`src/rtl/vita49_pack.sv`:
```
// VITA-49 IF Data packetizer: header, stream ID, integer/fractional timestamp, then payload.
// Define VITA49_PACK_TRAILER_EN to append a trailer word carrying the sample-loss indicator.
module vita49_pack (
   input  logic        samp_clk,
   input  logic        rst,
   input  logic        enable,
   input  logic [31:0] stream_id,
   input  logic [11:0] payload_len,
   input  logic [31:0] tsi,
   input  logic [63:0] tsf,
   input  logic        samp_ovf,
   input  logic [31:0] s_axis_tdata,
   input  logic        s_axis_tvalid,
   output logic        s_axis_tready,
   output logic [31:0] m_axis_tdata,
   output logic        m_axis_tvalid,
   input  logic        m_axis_tready,
   output logic        m_axis_tlast,
   output logic [3:0]  pkt_count
);

   typedef enum logic [2:0] {
      IDLE,
      HDR,
      SID,
      TSI,
      TSF_HI,
      TSF_LO,
`ifdef VITA49_PACK_TRAILER_EN
      PAYLOAD,
      TRAILER
`else
      PAYLOAD
`endif
   } state_t;

`ifdef VITA49_PACK_TRAILER_EN
   localparam logic        T_BIT     = 1'b1;
   localparam logic [15:0] HDR_WORDS = 16'd6;
`else
   localparam logic        T_BIT     = 1'b0;
   localparam logic [15:0] HDR_WORDS = 16'd5;
`endif

   state_t      state;
   logic [31:0] word_q;
   logic        valid_q;
   logic        last_q;
   logic [31:0] sid_q;
   logic [31:0] tsi_q;
   logic [63:0] tsf_q;
   logic [11:0] remain;
   logic [31:0] hdr_word;
   logic        out_hs;

`ifdef VITA49_PACK_TRAILER_EN
   logic        loss_q;
`else
   logic        unused_samp_ovf;
   assign unused_samp_ovf = samp_ovf;
`endif

   assign hdr_word = {4'b0001, 1'b0, T_BIT, 2'b00, 2'b01, 2'b01, pkt_count,
                      HDR_WORDS + {4'd0, payload_len}};

   // A word moves only when m_axis_tvalid && m_axis_tready are both high on a rising edge;
   // once valid is raised for a header word, valid and data hold until that handshake.
   assign out_hs = m_axis_tvalid && m_axis_tready;

   always_ff @(posedge samp_clk) begin
      if (rst) begin
         state     <= IDLE;
         word_q    <= '0;
         valid_q   <= 1'b0;
         last_q    <= 1'b0;
         sid_q     <= '0;
         tsi_q     <= '0;
         tsf_q     <= '0;
         remain    <= '0;
         pkt_count <= '0;
`ifdef VITA49_PACK_TRAILER_EN
         loss_q    <= 1'b0;
`endif
      end else begin
`ifdef VITA49_PACK_TRAILER_EN
         if (state != IDLE && state != TRAILER)
            loss_q <= loss_q | samp_ovf;
`endif
         case (state)
            IDLE: begin
               // The sample that triggers the start stays on the input until PAYLOAD.
               if (enable && s_axis_tvalid && payload_len != 12'd0) begin
                  state   <= HDR;
                  word_q  <= hdr_word;
                  valid_q <= 1'b1;
                  sid_q   <= stream_id;
                  tsi_q   <= tsi;
                  tsf_q   <= tsf;
                  remain  <= payload_len;
`ifdef VITA49_PACK_TRAILER_EN
                  loss_q  <= 1'b0;
`endif
               end
            end
            HDR: begin
               if (out_hs) begin
                  state  <= SID;
                  word_q <= sid_q;
               end
            end
            SID: begin
               if (out_hs) begin
                  state  <= TSI;
                  word_q <= tsi_q;
               end
            end
            TSI: begin
               if (out_hs) begin
                  state  <= TSF_HI;
                  word_q <= tsf_q[63:32];
               end
            end
            TSF_HI: begin
               if (out_hs) begin
                  state  <= TSF_LO;
                  word_q <= tsf_q[31:0];
               end
            end
            TSF_LO: begin
               if (out_hs) begin
                  state   <= PAYLOAD;
                  valid_q <= 1'b0;
               end
            end
            PAYLOAD: begin
               if (out_hs) begin
                  remain <= remain - 12'd1;
                  if (remain == 12'd1) begin
`ifdef VITA49_PACK_TRAILER_EN
                     state   <= TRAILER;
                     word_q  <= 32'h0100_0000 | {19'd0, loss_q | samp_ovf, 12'd0};
                     valid_q <= 1'b1;
                     last_q  <= 1'b1;
`else
                     state     <= IDLE;
                     pkt_count <= pkt_count + 4'd1;
`endif
                  end
               end
            end
`ifdef VITA49_PACK_TRAILER_EN
            TRAILER: begin
               if (out_hs) begin
                  state     <= IDLE;
                  valid_q   <= 1'b0;
                  last_q    <= 1'b0;
                  pkt_count <= pkt_count + 4'd1;
               end
            end
`endif
            default: state <= IDLE;
         endcase
      end
   end

   // Payload is a zero-latency pass-through; every other word comes from the registers.
   always_comb begin
      m_axis_tdata  = word_q;
      m_axis_tvalid = valid_q;
      m_axis_tlast  = last_q;
      s_axis_tready = 1'b0;
      if (state == PAYLOAD) begin
         m_axis_tdata  = s_axis_tdata;
         m_axis_tvalid = s_axis_tvalid;
         s_axis_tready = m_axis_tready;
`ifdef VITA49_PACK_TRAILER_EN
         m_axis_tlast  = 1'b0;
`else
         m_axis_tlast  = (remain == 12'd1);
`endif
      end
   end

endmodule

```
`config.mk`:
```
export PLATFORM = sky130hd
export DESIGN_NAME = vita49_pack
export DESIGN_NICKNAME = d
export VERILOG_FILES = /design/src/rtl/vita49_pack.sv
export SDC_FILE = /design/constraint.sdc
export NUM_CORES = 1
export LEC_CHECK = 0
export BUFFER_PORTS_ARGS = -buffer_cell sky130_fd_sc_hd__buf_2
export CAP_MARGIN = 10
export CORE_MARGIN = 2
export CORE_UTILIZATION = 28
export DETAILED_ROUTE_END_ITERATION = 8
export PLACE_DENSITY = 0.51
export SLEW_MARGIN = 20
export SYNTH_ARGS = -nofsm -noshare
export SYNTH_HDL_FRONTEND = slang
export SYNTH_SLANG_ARGS = --single-unit
```
`constraint.sdc`:
```
create_clock -name samp_clk -period 2.65 [get_ports samp_clk]
set_input_delay 0.53 -clock samp_clk [delete_from_list [all_inputs] [get_ports samp_clk]]
set_output_delay 0.53 -clock samp_clk [all_outputs]
set_load 0.03 [all_outputs]
```
==> flow_summary.yaml, run 1 <==
worst_setup_path:
  crit_type: "flop to output pin"
  crit_arrival_ns: 2.01
  crit_fanout: 7
  start_kind: "flop"
  critPathRequiredTime_ns: 2.12
  critPathCaptureType: "output pin"
placement:
  dpl.hpwl_microns: 20400
  globalplace.congestion: 0.816
  postPlaceCellArea_sq_mm: 0.0101
  port_buffers: 215
pwr:
  power_density_mw_per_mm2: 803
  p_total_mw: 8.60
  p_leak_nw: 4.33
  max-vdd-ir-drop_v: 0.000364
drt:
  drt_drc_violations_left: 0
  first_pass_iters: 5
  vias: 8133
  drt_iter0_drc: 446
  drt-total-wl_microns: 28200
  antenna_left: 0
  wl_per_cell_microns: 16.2
  vias_per_cell: 4.69
floorplanning:
  start_util_pct: 28.4
  fp.coreArea_sq_mm: 0.0306
  rows: 64
  die_area_sq_mm: 0.0325
  die_x_microns: 180
  io_pins: 217
  die_h_microns: 180
synth:
  async_reset_ff_share_pct: 0
  synth-seq-cells: 180
  synth_edf_count: 0
  syn_area_per_cell_sq_um: 7.56
  synth_area_leaders: "dfxtp_1 (41%), nand2_1 (17%), a21oi_1 (9.9%)"
  seq_area_frac_synth_pct: 41.5
  yosys.cell_types.count: 63
  syn_inst: 1150
  yosysWarnings: 0
  syn_area_sq_mm: 0.00869
  synthFlopType: "dfxtp_1"
  synth_top_area_share_pct: 41.5
  synth_nets: 1333
  post-synth-top-area-cell: "dfxtp_1"
timing:
  final.setup.tns_ns: 0
  setup_viol: 0
  hold_viol: 0
  worstMarginPinSlew_ns: 0.708
  finalCritPeriodShare_pct: 95.7
  maxSlewViolCount: 0
  rsz0062_at_grt: "false"
  finClkSkew_ns: 0.0109
  fin_crit_ns: 2.54
  max_freq_mhz: 394
  slew_headroom_pct: 52.8
outcome:
  outcome: "finished clean"
cts:
  clock_sinks: 180
  tritoncts: "yes"
  cts_root_buffer: "clkbuf_16"
  clk_pin_slew_ns: 0.08
  cts_made_buffers: 17
  clk_path_buf_depth: 2
  h-tree-depth: 4
  clk_latency_ns: 0.44
layout:
  area_delta_synth_final_pct: 23.2
  nets: 1507
  antennaDiodeCount: 0
  drive_gt1_share_pct: 24.3
  final_area_sq_mm: 0.0107
global_route:
  grt_pass1_wl_microns: 43500
  grt_pass1_vias: 7549
  grt_remaining_overflow: 0
  antenna_found_initial: 0
  grt_start_max_net_pins: 90
  track_usage_pct: 16.9
job:
  cap_viol_max_count: 0
min_path:
  hp-class: "input pin to flop"
[metrics by stage]
| step | util (%) | std cells | hold WS (ns) | setup WS (ns) |
|---|---|---|---|---|
| after floorplan | - | 1150 | 0.431 | 0.515 |
| after global placement | 33.0 | 1701 | 0.439 | 0.245 |
| after detailed placement | 33.0 | 1701 | 0.443 | 0.194 |
| after CTS | 35.0 | 1733 | 0.303 | 0.113 |
| after global routing | 35.0 | 1733 | 0.312 | 0.0214 |
| final | 35.0 | 1733 | 0.323 | 0.113 |
[per-layer routing]
| layer | up-vias | GRT usage, % | routed length (microns) |
|---|---|---|---|
| met4 | 0 | 3.81 | 299 |
| met2 | 219 | 24.9 | 12100 |
| met3 | 17 | 2.77 | 1170 |
| li1 | 4243 | - | - |
| met1 | 3654 | 25.7 | 14600 |
| met5 | - | 0 | 0 |
[final cells by class]
type / instances / area, sq um
Clock buffer: 18 / 429
Multi-Input combinational cell: 871 / 4520
Clock inverter: 14 / 185
Tap cell: 396 / 495
Fill cell: 3334 / 19900
Inverter: 6 / 22.5
Sequential cell: 180 / 3610
Timing Repair Buffer: 248 / 1450
[flip-flops by register name (all words and copies together), names as in the netlist]
name / cells
pkt_count: 4
word_q: 32
tsi_q: 32
state: 3
remain: 12
valid_q: 1
sid_q: 32
tsf_q: 64
[where the power goes]
part	switching [mW]	total, mW	internal [mW]
logic	1.66	2.62	0.958
registers	0.244	3.30	3.05
clock network	1.23	2.68	1.45
[critical path, cell delays in order, from the launching register on]
cell     delay, ns
dfxtp_1       0.37
nor4_1        0.52
and4_1        0.35
and2_1        0.14
buf_2         0.19
[what timing repair did]
item	in CTS	in global routing
setup endpoints to repair	4	2
hold buffers	0	0
hold endpoints to repair	0	0
setup buffers	0	0
gates resized for setup	1	1
[cell usage after synthesis, types with 11 or more instances]
library cell	instances
o21ai_0	18
clkbuf_1	33
nand3_1	11
mux2_2	18
nand2_1	397
a21oi_1	172
buf_6	19
nor2_1	64
nor3_1	26
dfxtp_1	180
a211oi_1	19
a22oi_1	19
buf_2	28
[cells in the final DEF (no fill, tap or decap), drive strengths merged, types with 6 or more instances in the layout]
| master | n |
|---|---|
| buf | 248 |
| inv | 15 |
| xor2 | 7 |
| nand4 | 8 |
| o211ai | 9 |
| nor2 | 64 |
| nand3 | 12 |
| mux2 | 18 |
| dfxtp | 180 |
| mux2i | 7 |
| nand2 | 397 |
| nor3 | 30 |
| a22oi | 19 |
| mux4 | 6 |
| o21ai | 21 |
| a21oi | 172 |
| a211oi | 19 |
| clkbuf | 18 |
[final timing paths]
path | start | end | slack [ns] | cells past startpoint
worst max register to register | state[1]$_SDFFE_PP0P_ | word_q[9]$_SDFFE_PP0P_ | 0.51 | 6
worst min-delay path | stream_id[15] | sid_q[15]$_SDFFE_PP0P_ | 0.32 | 3
worst max-delay path | remain[5]$_SDFFE_PP0P_ | m_axis_tlast | 0.11 | 4
worst min register to register | tsi_q[31]$_SDFFE_PP0P_ | tsi_q[31]$_SDFFE_PP0P_ | 0.45 | 2
[kinds of logic (layout without fill, tap and decap cells)]
kind of cell,Yosys count,after routing,synth area share (%)
AO/OA/AOI/OAI,278,278,18.8
adder cells (fa/ha/maj),5,5,0.720
multiplexers,31,31,4.69
buffers and inverters,99,286,6.62
XOR/XNOR,12,12,1.21
AND/OR/NAND/NOR,545,545,26.5
flip-flops,180,180,41.5
(Power assumes the default switching activity.)
==> run 2, diff against run 1 <==
--- a/config.mk
+++ b/config.mk
@@ -11,6 +11,7 @@
 export CORE_UTILIZATION = 28
 export DETAILED_ROUTE_END_ITERATION = 8
 export PLACE_DENSITY = 0.51
+export REMOVE_ABC_BUFFERS = 1
 export SLEW_MARGIN = 20
 export SYNTH_ARGS = -nofsm -noshare
 export SYNTH_HDL_FRONTEND = slang
==> flow_summary.yaml, run 2 (same netlist as run 1, synthesis figures left out) <==
floorplanning:
  io_pins: 217
  rows: 64
  start_util_pct: 28.4
  die_area_sq_mm: 0.0325
  fp.coreArea_sq_mm: 0.0306
  die_x_microns: 180
  die_h_microns: 180
timing:
  worstMarginPinSlew_ns: 0.478
  maxSlewViolCount: 0
  finClkSkew_ns: 0.0119
  rsz0062_at_grt: "false"
  max_freq_mhz: 400
  hold_viol: 0
  setup_viol: 0
  finalCritPeriodShare_pct: 94.4
  slew_headroom_pct: 68.1
  fin_crit_ns: 2.50
layout:
  largest-register: "tsf_q"
  post-route-util_pct: 35.2
  ff_latch_area_sq_mm: 0.00361
  final_cells: 1742
  final_area_sq_mm: 0.0108
  layout_common_cells: "nand2_1 (397), buf_2 (214), dfxtp_1 (177), a21oi_1 (172), nor2_1 (63)"
  fill_cells: 3409
  nets: 1512
  largest_register_ffs: 64
  multiInputGateArea_sq_mm: 0.00454
  area_delta_synth_final_pct: 23.9
  layout_commonest_cell: "nand2_1"
  drive_gt1_share_pct: 25.0
worst_setup_path:
  critPathRequiredTime_ns: 2.12
  cp_top_family: "simple AND/OR/NAND/NOR gates"
  path_cells: "nor4_2, and4_1, and2_1, buf_2"
  crit_fanout: 7
  crit_type: "flop to output pin"
  cpMaxStageDelayCell: "nor4_2"
  max_stage_delay_ns: 0.43
  start_kind: "flop"
  critPathCaptureType: "output pin"
  critPathBufInv: 1
  crit_arrival_ns: 1.97
cts:
  cts_made_buffers: 17
  h-tree-depth: 4
  tritoncts: "yes"
  clk_pin_slew_ns: 0.08
  clk_latency_ns: 0.43
  clk_path_buf_depth: 2
  clock_sinks: 180
  cts_root_buffer: "clkbuf_16"
pwr:
  power_density_mw_per_mm2: 785
  p_total_mw: 8.45
  max-vdd-ir-drop_v: 0.000361
  p_leak_nw: 4.35
placement:
  postPlaceCellArea_sq_mm: 0.0102
  globalplace.congestion: 0.793
  dpl.hpwl_microns: 18800
  dp.cells: 1705
  port_buffers: 215
drt:
  vias: 8254
  drt_iter0_drc: 378
  drt_drc_violations_left: 0
  first_pass_iters: 5
  vias_per_cell: 4.74
  drt-total-wl_microns: 27400
  antenna_left: 0
  wl_per_cell_microns: 15.7
global_route:
  grt_start_max_net_pins: 64
  track_usage_pct: 16.5
  grt_pass1_wl_microns: 43200
  grt_remaining_overflow: 0
  grt_pass1_vias: 7938
  antenna_found_initial: 7
outcome:
  outcome: "finished clean"
min_path:
  hp-class: "input pin to flop"
job:
  cap_viol_max_count: 0
## run 2: cell types whose count changed in the layout (fill, tap and decap cells not counted), moves of 2 or more
cell,delta
diode_2,+4
clkinv_4,+3
buf_12,+2
bufinv_16,-2
inv_6,-2
buf_4,+3
## run 2: worst paths after layout
kind | startpoint | to | slack [ns] | depth (start not counted)
worst min register to register | tsf_q[46]$_SDFFE_PP0P_ | tsf_q[46]$_SDFFE_PP0P_ | 0.45 | 2
worst max-delay path | remain[5]$_SDFFE_PP0P_ | m_axis_tlast | 0.15 | 4
worst max register to register | state[1]$_SDFFE_PP0P_ | word_q[10]$_SDFFE_PP0P_ | 0.67 | 5
worst min-delay path | tsi[13] | tsi_q[13]$_SDFFE_PP0P_ | 0.33 | 3
## run 2: per-layer routing
metal | GRT usage (%) | vias to the layer above | part of all wire, %
met1 | 22.3 | 3794 | 48
met3 | 3.48 | 24 | 4.3
met5 | 0 | - | 0.15
met2 | 27.0 | 165 | 46
li1 | - | 4265 | -
met4 | 3.87 | 6 | 1.1
## run 2: report_power, final
part / switching (mW) / internal, mW / leakage (nW) / total (mW)
clock network: 1.23 / 1.28 / 0.281 / 2.51
logic: 1.68 / 0.975 / 2.60 / 2.65
registers: 0.230 / 3.05 / 1.47 / 3.28
## run 2: metrics by stage
stage	hold WS, ns	setup slack (ns)	setup TNS [ns]
2_1_floorplan	0.425	-3.11	-471.07
3_3_place_gp	0.440	0.338	0
3_5_place_dp	0.443	0.278	0
4_1_cts	0.307	0.0546	0
5_1_grt	0.316	0.0469	0
6_report	0.328	0.149	0
## run 2: what timing repair did
action	in CTS	in global routing
endpoints found under the setup margin	0	12
buffers inserted	0	1
resized for setup	0	2
hold buffers	0	0
## run 2: tightest hold or removal path: stages
cell and delay [ns]:
buf_2 0.09, nand2_1 0.04, a21oi_1 0.05
## run 2: layout make-up
class | count | area share, %
Clock buffer | 18 | 4.08
Timing Repair Buffer | 253 | 14.0
Multi-Input combinational cell | 871 | 42.2
Tap cell | 396 | 4.60
Clock inverter | 14 | 1.29
Sequential cell | 180 | 33.6
Antenna cell | 4 | 0.0930
Inverter | 6 | 0.209
==> run 3, diff against run 2 <==
--- a/config.mk
+++ b/config.mk
@@ -9,9 +9,11 @@
 export CAP_MARGIN = 10
 export CORE_MARGIN = 2
 export CORE_UTILIZATION = 28
+export CTS_CLUSTER_SIZE = 40
 export DETAILED_ROUTE_END_ITERATION = 8
 export PLACE_DENSITY = 0.51
 export REMOVE_ABC_BUFFERS = 1
+export SETUP_SLACK_MARGIN = 0.15
 export SLEW_MARGIN = 20
 export SYNTH_ARGS = -nofsm -noshare
 export SYNTH_HDL_FRONTEND = slang
==> flow_summary.yaml, run 3 (same netlist as run 1, synthesis figures left out) <==
pwr:
  combinationalPowerShare_pct: 31.8
  p_int_mw: 5.33
  p_leak_nw: 4.41
  p_seq_share_pct: 38.5
  swShare_pct: 37.2
  p_sw_mw: 3.16
  max-vdd-ir-drop_v: 0.000362
  power_density_mw_per_mm2: 783
  clockPowerShare_pct: 29.6
timing:
  timing.hold.ws_ns: 0.327
  fin_crit_ns: 2.43
  hold_viol: 0
  finClkSkew_ns: 0.0113
  max_freq_mhz: 412
  slew_headroom_pct: 67.8
  rsz0062_at_grt: "true"
  finalCritPeriodShare_pct: 91.7
  maxSlewViolCount: 0
  setup_viol: 0
  worstMarginPinSlew_ns: 0.483
floorplanning:
  die_h_microns: 180
  io_pins: 217
  fp.coreArea_sq_mm: 0.0306
  die_area_sq_mm: 0.0325
  start_util_pct: 28.4
  rows: 64
  die_x_microns: 180
worst_setup_path:
  critPathBufInv: 1
  cpMaxStageDelayCell: "dfxtp_1"
  max_stage_delay_ns: 0.40
  path_cells: "nor4_4, and4_2, and2_1, buf_2"
  crit_type: "flop to output pin"
  crit_arrival_ns: 1.90
  start_kind: "flop"
  cp_top_family: "simple AND/OR/NAND/NOR gates"
  critPathCaptureType: "output pin"
  critPathRequiredTime_ns: 2.12
  crit_fanout: 7
layout:
  layout_commonest_cell: "nand2_1"
  largest_register_ffs: 64
  layout_common_cells: "nand2_1 (397), buf_2 (214), dfxtp_1 (177), a21oi_1 (172), nor2_1 (63)"
  final_area_sq_mm: 0.0109
  area_delta_synth_final_pct: 24.8
  nets: 1522
  largest-register: "tsf_q"
  final_cells: 1752
  drive_gt1_share_pct: 25.6
placement:
  dpl.hpwl_microns: 18800
  dp.cells: 1705
  port_buffers: 215
  postPlaceCellArea_sq_mm: 0.0102
  globalplace.congestion: 0.793
global_route:
  antenna_found_initial: 7
  grt_pass1_vias: 7943
  grt_pass1_wl_microns: 43300
  grt_start_max_net_pins: 64
  grt_remaining_overflow: 0
  track_usage_pct: 16.6
cts:
  h-tree-depth: 4
  clk_latency_ns: 0.43
  cts_made_buffers: 17
  cts_hold_buf: 0
  tritoncts: "yes"
  clock_sinks: 180
  clk_path_buf_depth: 2
  cts_root_buffer: "clkbuf_16"
  clk_pin_slew_ns: 0.08
drt:
  antenna_left: 0
  wl_per_cell_microns: 15.7
  vias_per_cell: 4.73
  drt_drc_violations_left: 0
  vias: 8294
  drt-total-wl_microns: 27500
  drt_iter0_drc: 377
  first_pass_iters: 5
min_path:
  hp-class: "input pin to flop"
outcome:
  outcome: "finished clean"
job:
  cap_viol_max_count: 0
run 3: cell types whose count changed in the layout (fill, tap and decap cells not counted), sizes merged:
cell,before,now
buf,253,263
run 3: path summary, 6_finish.rpt:
check,from,to,slack [ns],cells past startpoint
max,remain[5]$_SDFFE_PP0P_,m_axis_tlast,0.22,4
min,tsi[13],tsi_q[13]$_SDFFE_PP0P_,0.33,3
max reg2reg,state[1]$_SDFFE_PP0P_,word_q[10]$_SDFFE_PP0P_,0.62,6
min reg2reg,tsf_q[7]$_SDFFE_PP0P_,tsf_q[7]$_SDFFE_PP0P_,0.45,2
run 3: power by group through the flow:
| stage | Sequential, mW | Clock [mW] | Combinational, mW |
|---|---|---|---|
| floorplan | 3.37 | 0 | 1.56 |
| global placement | 3.34 | 0 | 2.64 |
| detailed placement | 3.35 | 0 | 2.66 |
| CTS | 3.28 | 2.60 | 2.70 |
| global route | 3.31 | 2.71 | 3.01 |
| finish | 3.27 | 2.51 | 2.70 |
run 3: area by class of cell:
| cell class | instances | area (sq um) |
|---|---|---|
| sequential | 180 | 3610 |
| clock buffer | 18 | 439 |
| antenna | 4 | 10.0 |
| inverter | 6 | 22.5 |
| timing repair buffer | 263 | 1580 |
| tap | 396 | 495 |
| clock inverter | 14 | 139 |
| fill | 3410 | 19700 |
| multi-input combinational | 871 | 4550 |
run 3: worst register-to-register path, stage by stage, from the launching register on:
cell and delay, ns:
dfxtp_4 0.36, buf_4 0.15, buf_4 0.19, or3b_2 0.51, o22ai_1 0.42, a2111oi_2 0.10
a31o_1 0.21
run 3: what timing repair did:
action	CTS	global route
setup buffers	1	10
gates cloned	0	0
endpoints found under the setup margin	23	17
pin swaps	1	1
resized for setup	2	2
run 3: metal layers:
layer | routed length, microns | track usage, % | vias up
met2 | 12700 | 27.1 | 177
met3 | 1410 | 3.44 | 20
met5 | 41 | 0 | -
met4 | 267 | 3.81 | 6
li1 | - | - | 4280
met1 | 13000 | 22.5 | 3811
run 3: per-stage QoR:
stage	utilization (%)	setup slack, ns	setup TNS, ns	total power, mW
final	35.5	0.220	0	8.49
after global routing	35.4	0.145	0	9.03
after CTS	35.2	0.165	0	8.58
after detailed placement	33.2	0.278	0	6.01
after global placement	33.2	0.338	0	5.99
after floorplan	-	-3.11	-471.07	4.93
